[config.mk]
export PLATFORM = sky130hd
export DESIGN_NAME = vending_ctrl_param
export DESIGN_NICKNAME = d
export VERILOG_FILES = /design/src/rtl/vending_ctrl_param.sv
export SDC_FILE = /design/constraint.sdc
export NUM_CORES = 1
export LEC_CHECK = 0
export CAP_MARGIN = 25
export CORE_MARGIN = 8
export CORE_UTILIZATION = 58
export CTS_BUF_LIST = sky130_fd_sc_hd__clkbuf_8
export CTS_CLUSTER_SIZE = 28
export DETAILED_ROUTE_END_ITERATION = 6
export PLACE_DENSITY_LB_ADDON = 0.05
export SLEW_MARGIN = 30
export SYNTH_ARGS = -nofsm -noshare
export SYNTH_HDL_FRONTEND = slang
export SYNTH_SLANG_ARGS = --single-unit
[constraint.sdc]
create_clock -name clk_i -period 3.3 [get_ports clk_i]
set_input_delay 0.825 -clock clk_i [delete_from_list [all_inputs] [get_ports clk_i]]
set_output_delay 0.825 -clock clk_i [all_outputs]
set_load 0.03 [all_outputs]
[src/rtl/vending_ctrl_param.sv]
// Parametrised coin-credit vending controller with serial change engine.
// Credit accumulates in 5-units against PRICE_UNITS; overpayment and cancel
// refunds are paid out one change pulse per cycle while busy_o is high.
// Optional feature macro: CHG10_EN (pay 10-unit pulses first when defined).
module vending_ctrl_param #(
  parameter int unsigned PRICE_UNITS = 4,
  parameter int unsigned CREDIT_W    = 7
) (
  input  logic                clk_i,
  input  logic                rst_ni,
  input  logic [1:0]          coin_i,
  input  logic                cancel_i,
  output logic                dispense_o,
  output logic                chg5_o,
  output logic                chg10_o,
  output logic                busy_o,
  output logic                coin_rej_o,
  output logic [CREDIT_W-1:0] credit_o
);

  typedef enum logic [0:0] {StAccum, StPayout} state_e;

  localparam logic [CREDIT_W:0]   PriceW = PRICE_UNITS[CREDIT_W:0];
  localparam logic [CREDIT_W-1:0] RemOne = CREDIT_W'(1);
`ifdef CHG10_EN
  localparam logic [CREDIT_W-1:0] RemTwo = CREDIT_W'(2);
`endif

  state_e              state_q, state_d;
  logic [CREDIT_W-1:0] credit_q, credit_d;
  logic [CREDIT_W-1:0] rem_q, rem_d;
  logic                dispense_q, dispense_d;
  logic                chg5_q, chg5_d;
  logic                busy_q, busy_d;
  logic                coin_rej_q, coin_rej_d;
`ifdef CHG10_EN
  logic                chg10_q, chg10_d;
`endif

  logic [CREDIT_W:0]   coin_val;
  logic [CREDIT_W:0]   sum;
  logic [CREDIT_W:0]   diff;
  logic                accept;

  // Decode the coin code into credit units.
  always_comb begin
    coin_val = '0;
    unique case (coin_i)
      2'b00:   coin_val[2:0] = 3'd0;
      2'b01:   coin_val[2:0] = 3'd1;
      2'b10:   coin_val[2:0] = 3'd2;
      default: coin_val[2:0] = 3'd5;
    endcase
  end

  assign sum  = {1'b0, credit_q} + coin_val;
  assign diff = sum - PriceW;

  // Next-state, credit, change counter and output pulse decisions.
  always_comb begin
    state_d    = state_q;
    credit_d   = credit_q;
    rem_d      = rem_q;
    dispense_d = 1'b0;
    chg5_d     = 1'b0;
    coin_rej_d = 1'b0;
`ifdef CHG10_EN
    chg10_d    = 1'b0;
`endif
    accept     = 1'b0;

    unique case (state_q)
      StAccum: begin
        accept = 1'b1;
      end
      StPayout: begin
        if (rem_q != '0) begin
`ifdef CHG10_EN
          if (rem_q >= RemTwo) begin
            chg10_d = 1'b1;
            rem_d   = rem_q - RemTwo;
          end else begin
            chg5_d = 1'b1;
            rem_d  = rem_q - RemOne;
          end
`else
          chg5_d = 1'b1;
          rem_d  = rem_q - RemOne;
`endif
          // Coins during payout are returned by the acceptor, never credited.
          if (coin_i != 2'b00) begin
            coin_rej_d = 1'b1;
          end
        end else begin
          // Exit cycle: busy falls here and this edge may already take a coin.
          state_d = StAccum;
          accept  = 1'b1;
        end
      end
      default: begin
        state_d = StAccum;
      end
    endcase

    if (accept) begin
      if (coin_i != 2'b00) begin
        if (sum >= PriceW) begin
          // Vend wins over a simultaneous cancel; only the overpayment returns.
          dispense_d = 1'b1;
          credit_d   = '0;
          rem_d      = diff[CREDIT_W-1:0];
          state_d    = (diff != '0) ? StPayout : StAccum;
        end else if (cancel_i) begin
          // Coin is credited first, then the whole sum is refunded.
          credit_d = '0;
          rem_d    = sum[CREDIT_W-1:0];
          state_d  = StPayout;
        end else begin
          credit_d = sum[CREDIT_W-1:0];
        end
      end else if (cancel_i && (credit_q != '0)) begin
        rem_d    = credit_q;
        credit_d = '0;
        state_d  = StPayout;
      end
    end

    busy_d = (state_d == StPayout);
  end

  // State and registered outputs, cleared asynchronously.
  always_ff @(posedge clk_i or negedge rst_ni) begin
    if (!rst_ni) begin
      state_q    <= StAccum;
      credit_q   <= '0;
      rem_q      <= '0;
      dispense_q <= 1'b0;
      chg5_q     <= 1'b0;
      busy_q     <= 1'b0;
      coin_rej_q <= 1'b0;
    end else begin
      state_q    <= state_d;
      credit_q   <= credit_d;
      rem_q      <= rem_d;
      dispense_q <= dispense_d;
      chg5_q     <= chg5_d;
      busy_q     <= busy_d;
      coin_rej_q <= coin_rej_d;
    end
  end

`ifdef CHG10_EN
  // 10-unit change pulse register.
  always_ff @(posedge clk_i or negedge rst_ni) begin
    if (!rst_ni) begin
      chg10_q <= 1'b0;
    end else begin
      chg10_q <= chg10_d;
    end
  end

  assign chg10_o = chg10_q;
`else
  assign chg10_o = 1'b0;
`endif

  assign dispense_o = dispense_q;
  assign chg5_o     = chg5_q;
  assign busy_o     = busy_q;
  assign coin_rej_o = coin_rej_q;
  assign credit_o   = credit_q;

endmodule
==> results by group <==
Outcome
  • Status: finished clean

Timing
  • Final slew viol count: 0
  • Final Cycle Share: 99.4%
  • Fmax: 305 MHz
  • Worst-margin pin slew: 558 ps
  • Slew margin rel.: 62.7%
  • Setup violators final: 0
  • Worst hold-check slack: 482 ps
  • Fin crit period: 3280 ps
  • Final hold violations: 0
  • Max Clock Skew: 4.61 ps
  • Post-route setup slack: 19.8 ps

Synth
  • Post-Syn Area per Cell: 8.86 um^2
  • Register area share after synthesis: 27.8%
  • Post-Syn Area: 0.00162 mm^2
  • Distinct cells, synth: 61
  • Post-synth EDFFs: 0
  • Top FF cell, synth: dfrtp_1
  • Synth Warn #: 0
  • Mapped Cells: 183
  • Register bit total from synthesis: 18
  • Post-Syn Nets: 196
  • Post-synth ARST share: 100%

Placement
  • Placed Area: 0.00195 mm^2
  • GP Congestion: 0.930
  • Detailed Place HPWL: 3460 um
  • Post-place setup slack: -570 ps
  • Placed Cells: 243
  • Buffers added on ports: 15

Routing
  • DRC violations left: 0
  • Final wirelength: 4850 um
  • DRT Pass-1 Iters: 5
  • DR WL/cell: 19.3 um
  • ANT nets after route: 0
  • Vias: 1,659
  • DRT iter0 DRCs: 186
  • Vias per Instance: 6.61

Setup path
  • Crit path from: coin_i[1]
  • Worst setup path endpoint: rem_q[5]
  • Worst EP arrival: 3450 ps
  • Crit path launch type: input port
  • R2r startpoint: credit_o[0]
  • Worst path required time: 3470 ps
  • CP Capture Type: flop
  • Reg2reg end: rem_q[5]
  • Critical path class: input port to flop
  • Reg2reg setup slack: 410 ps
  • Worst Path Max Fanout: 7
  • Path depth of the worst reg2reg path: 8

Clocking
  • Clock sink count: 18
  • # hold bufs at CTS: 0
  • Bufs on Longest Clock Path: 2
  • TritonCTS clock tree: done
  • Clk_lat worst skew: 260 ps
  • Clk slew on worst S/H paths: 70 ps
  • H-tree depth: 1
  • CTS Buf Count: 3
  • Root buf cell: clkbuf_8

Layout
  • Commonest non-fill, non-tap cell in the layout: buf_4
  • Share of layout cells above drive strength 1: 28.2%
  • Ant. Diodes: 0
  • Most frequent cells in the layout: buf_4 (31), dfrtp_1 (18), nor2_1 (17)
  • Final instance area: 0.00208 mm^2
  • Area Overhead vs Synth: 28.2%
  • Layout Cells excl Fill: 251
  • Layout Nets: 235

Die
  • Die Footprint: 0.00474 mm^2
  • Rows: 19
  • Die width: 68.9 um
  • Core Area: 0.00271 mm^2
  • Ports: 17
  • Die height: 68.9 um
  • Starting density of the core: 59.8%

Power
  • LEAKAGE: 0.898 nW
  • VDD IR max: 578 uV
  • Power Dens Cells: 763 mW/mm^2
  • Power, Total: 1.59 mW

Global route
  • Vias in the first global route: 1,590
  • GRT Residual Overflow: 0
  • Total track usage: 21.6%
  • First-pass GRT wire length: 7740 um
  • Largest net degree at the start of global routing: 19
  • Initial antenna violation count: 0

Flow run
  • Max-cap violations: 0

Min path
  • Worst min path class: input port to asynchronous set/reset pin
-- layout make-up --
cell class	instances	area [um^2]
Multi-Input combinational cell	147	1150
Fill cell	191	632
Sequential cell	18	450
Timing Repair Buffer	46	372
Clock buffer	3	41.3
Tap cell	31	38.8
Inverter	6	22.5
-- through the flow --
step                setup TNS, ps  utilization (%)
global route                -41.5             76.7
global placement            -4460             71.8
CTS                             0             75.2
detailed placement          -5910             71.8
floorplan                       0                -
finish                          0             76.7
-- worst min path at each step --
stage	startpoint	endpoint	slack, ps	cells after the start
after floorplan	rst_ni	busy_o	530	0
after global placement	rem_q[0]	rem_q[0]	580	2
after detailed placement	rem_q[0]	rem_q[0]	590	2
after CTS	rem_q[0]	rem_q[0]	600	2
after global routing	rst_ni	credit_o[3]	520	1
final	rst_ni	credit_o[3]	480	1
-- logic make-up after synthesis --
group	synth area share (%)
AOI/OAI and AO/OA	27.6
xor gates and xnor gates	6.48
adders and majority gates	6.64
buffers and inverters	5.79
DFF	27.8
muxes	1.85
other	0.231
and+or+nand+nor	23.6
-- where the power goes --
group / switching, mW / internal [mW] / total (mW)
clock: 0.0829 / 0.0816 / 0.164
sequential: 0.0938 / 0.288 / 0.381
combinational: 0.532 / 0.509 / 1.04
total: 0.709 / 0.878 / 1.59
-- sequential cells by signal, indices dropped and copies added (netlist names) --
name	count
credit_o	7
rem_q	7
busy_o	1
chg5_o	1
coin_rej_o	1
dispense_o	1
-- worst max-delay path, cell delays in order --
cell and delay, ps:
dlygate4sd2_1 250, buf_4 140, and2_4 140, ha_4 160, a211o_1 250, o21a_2 150
xnor2_2 140, ha_2 200, or3b_4 250, nand3_4 90, or3_4 390, a211o_1 280
a31oi_1 200
-- timing repair --
action | 4_1_cts | 5_1_grt
pin swaps | 5 | 3
setup buffers | 2 | 3
endpoints found under the setup margin | 13 | 8
gates resized for setup | 10 | 8
endpoints found under the hold margin | 0 | 0
-- cells in the mapped netlist (all sizes together), types with 2 or more instances --
| cell | n | share of area, % |
|---|---|---|
| a21oi | 11 | 3.4 |
| a32o | 3 | 1.9 |
| nor2 | 17 | 3.9 |
| o21a | 2 | 0.93 |
| mux2i | 3 | 1.9 |
| nor4b | 2 | 1.1 |
| xor2 | 5 | 2.7 |
| nor2b | 5 | 2.4 |
| o21ai | 6 | 1.9 |
| o32a | 2 | 1.2 |
| dfrtp | 18 | 28 |
| a211o | 2 | 1.1 |
| o22ai | 3 | 1.2 |
| ha | 7 | 5.4 |
| a31oi | 5 | 1.9 |
| xnor2 | 7 | 3.8 |
| a221oi | 4 | 3.2 |
| clkbuf | 5 | 1.2 |
| nand3b | 2 | 0.93 |
| inv | 6 | 1.4 |
| nand2 | 15 | 3.5 |
| nor3 | 3 | 0.93 |
| and2 | 8 | 3.2 |
| o211ai | 2 | 0.93 |
| buf | 7 | 3.2 |
| o41ai | 2 | 2.2 |
| or3 | 2 | 0.77 |
| nand3 | 6 | 2.6 |
-- per-layer routing --
| metal | up-vias | global-route usage (%) | wire length (um) |
|---|---|---|---|
| li1 | 751 | - | - |
| met3 | 19 | 4.20 | 411 |
| met5 | - | 0 | 0 |
| met1 | 790 | 27.1 | 2010 |
| met4 | 0 | 10.3 | 132 |
| met2 | 99 | 34.9 | 2300 |
No activity file was read; power rests on OpenSTA's default activity.
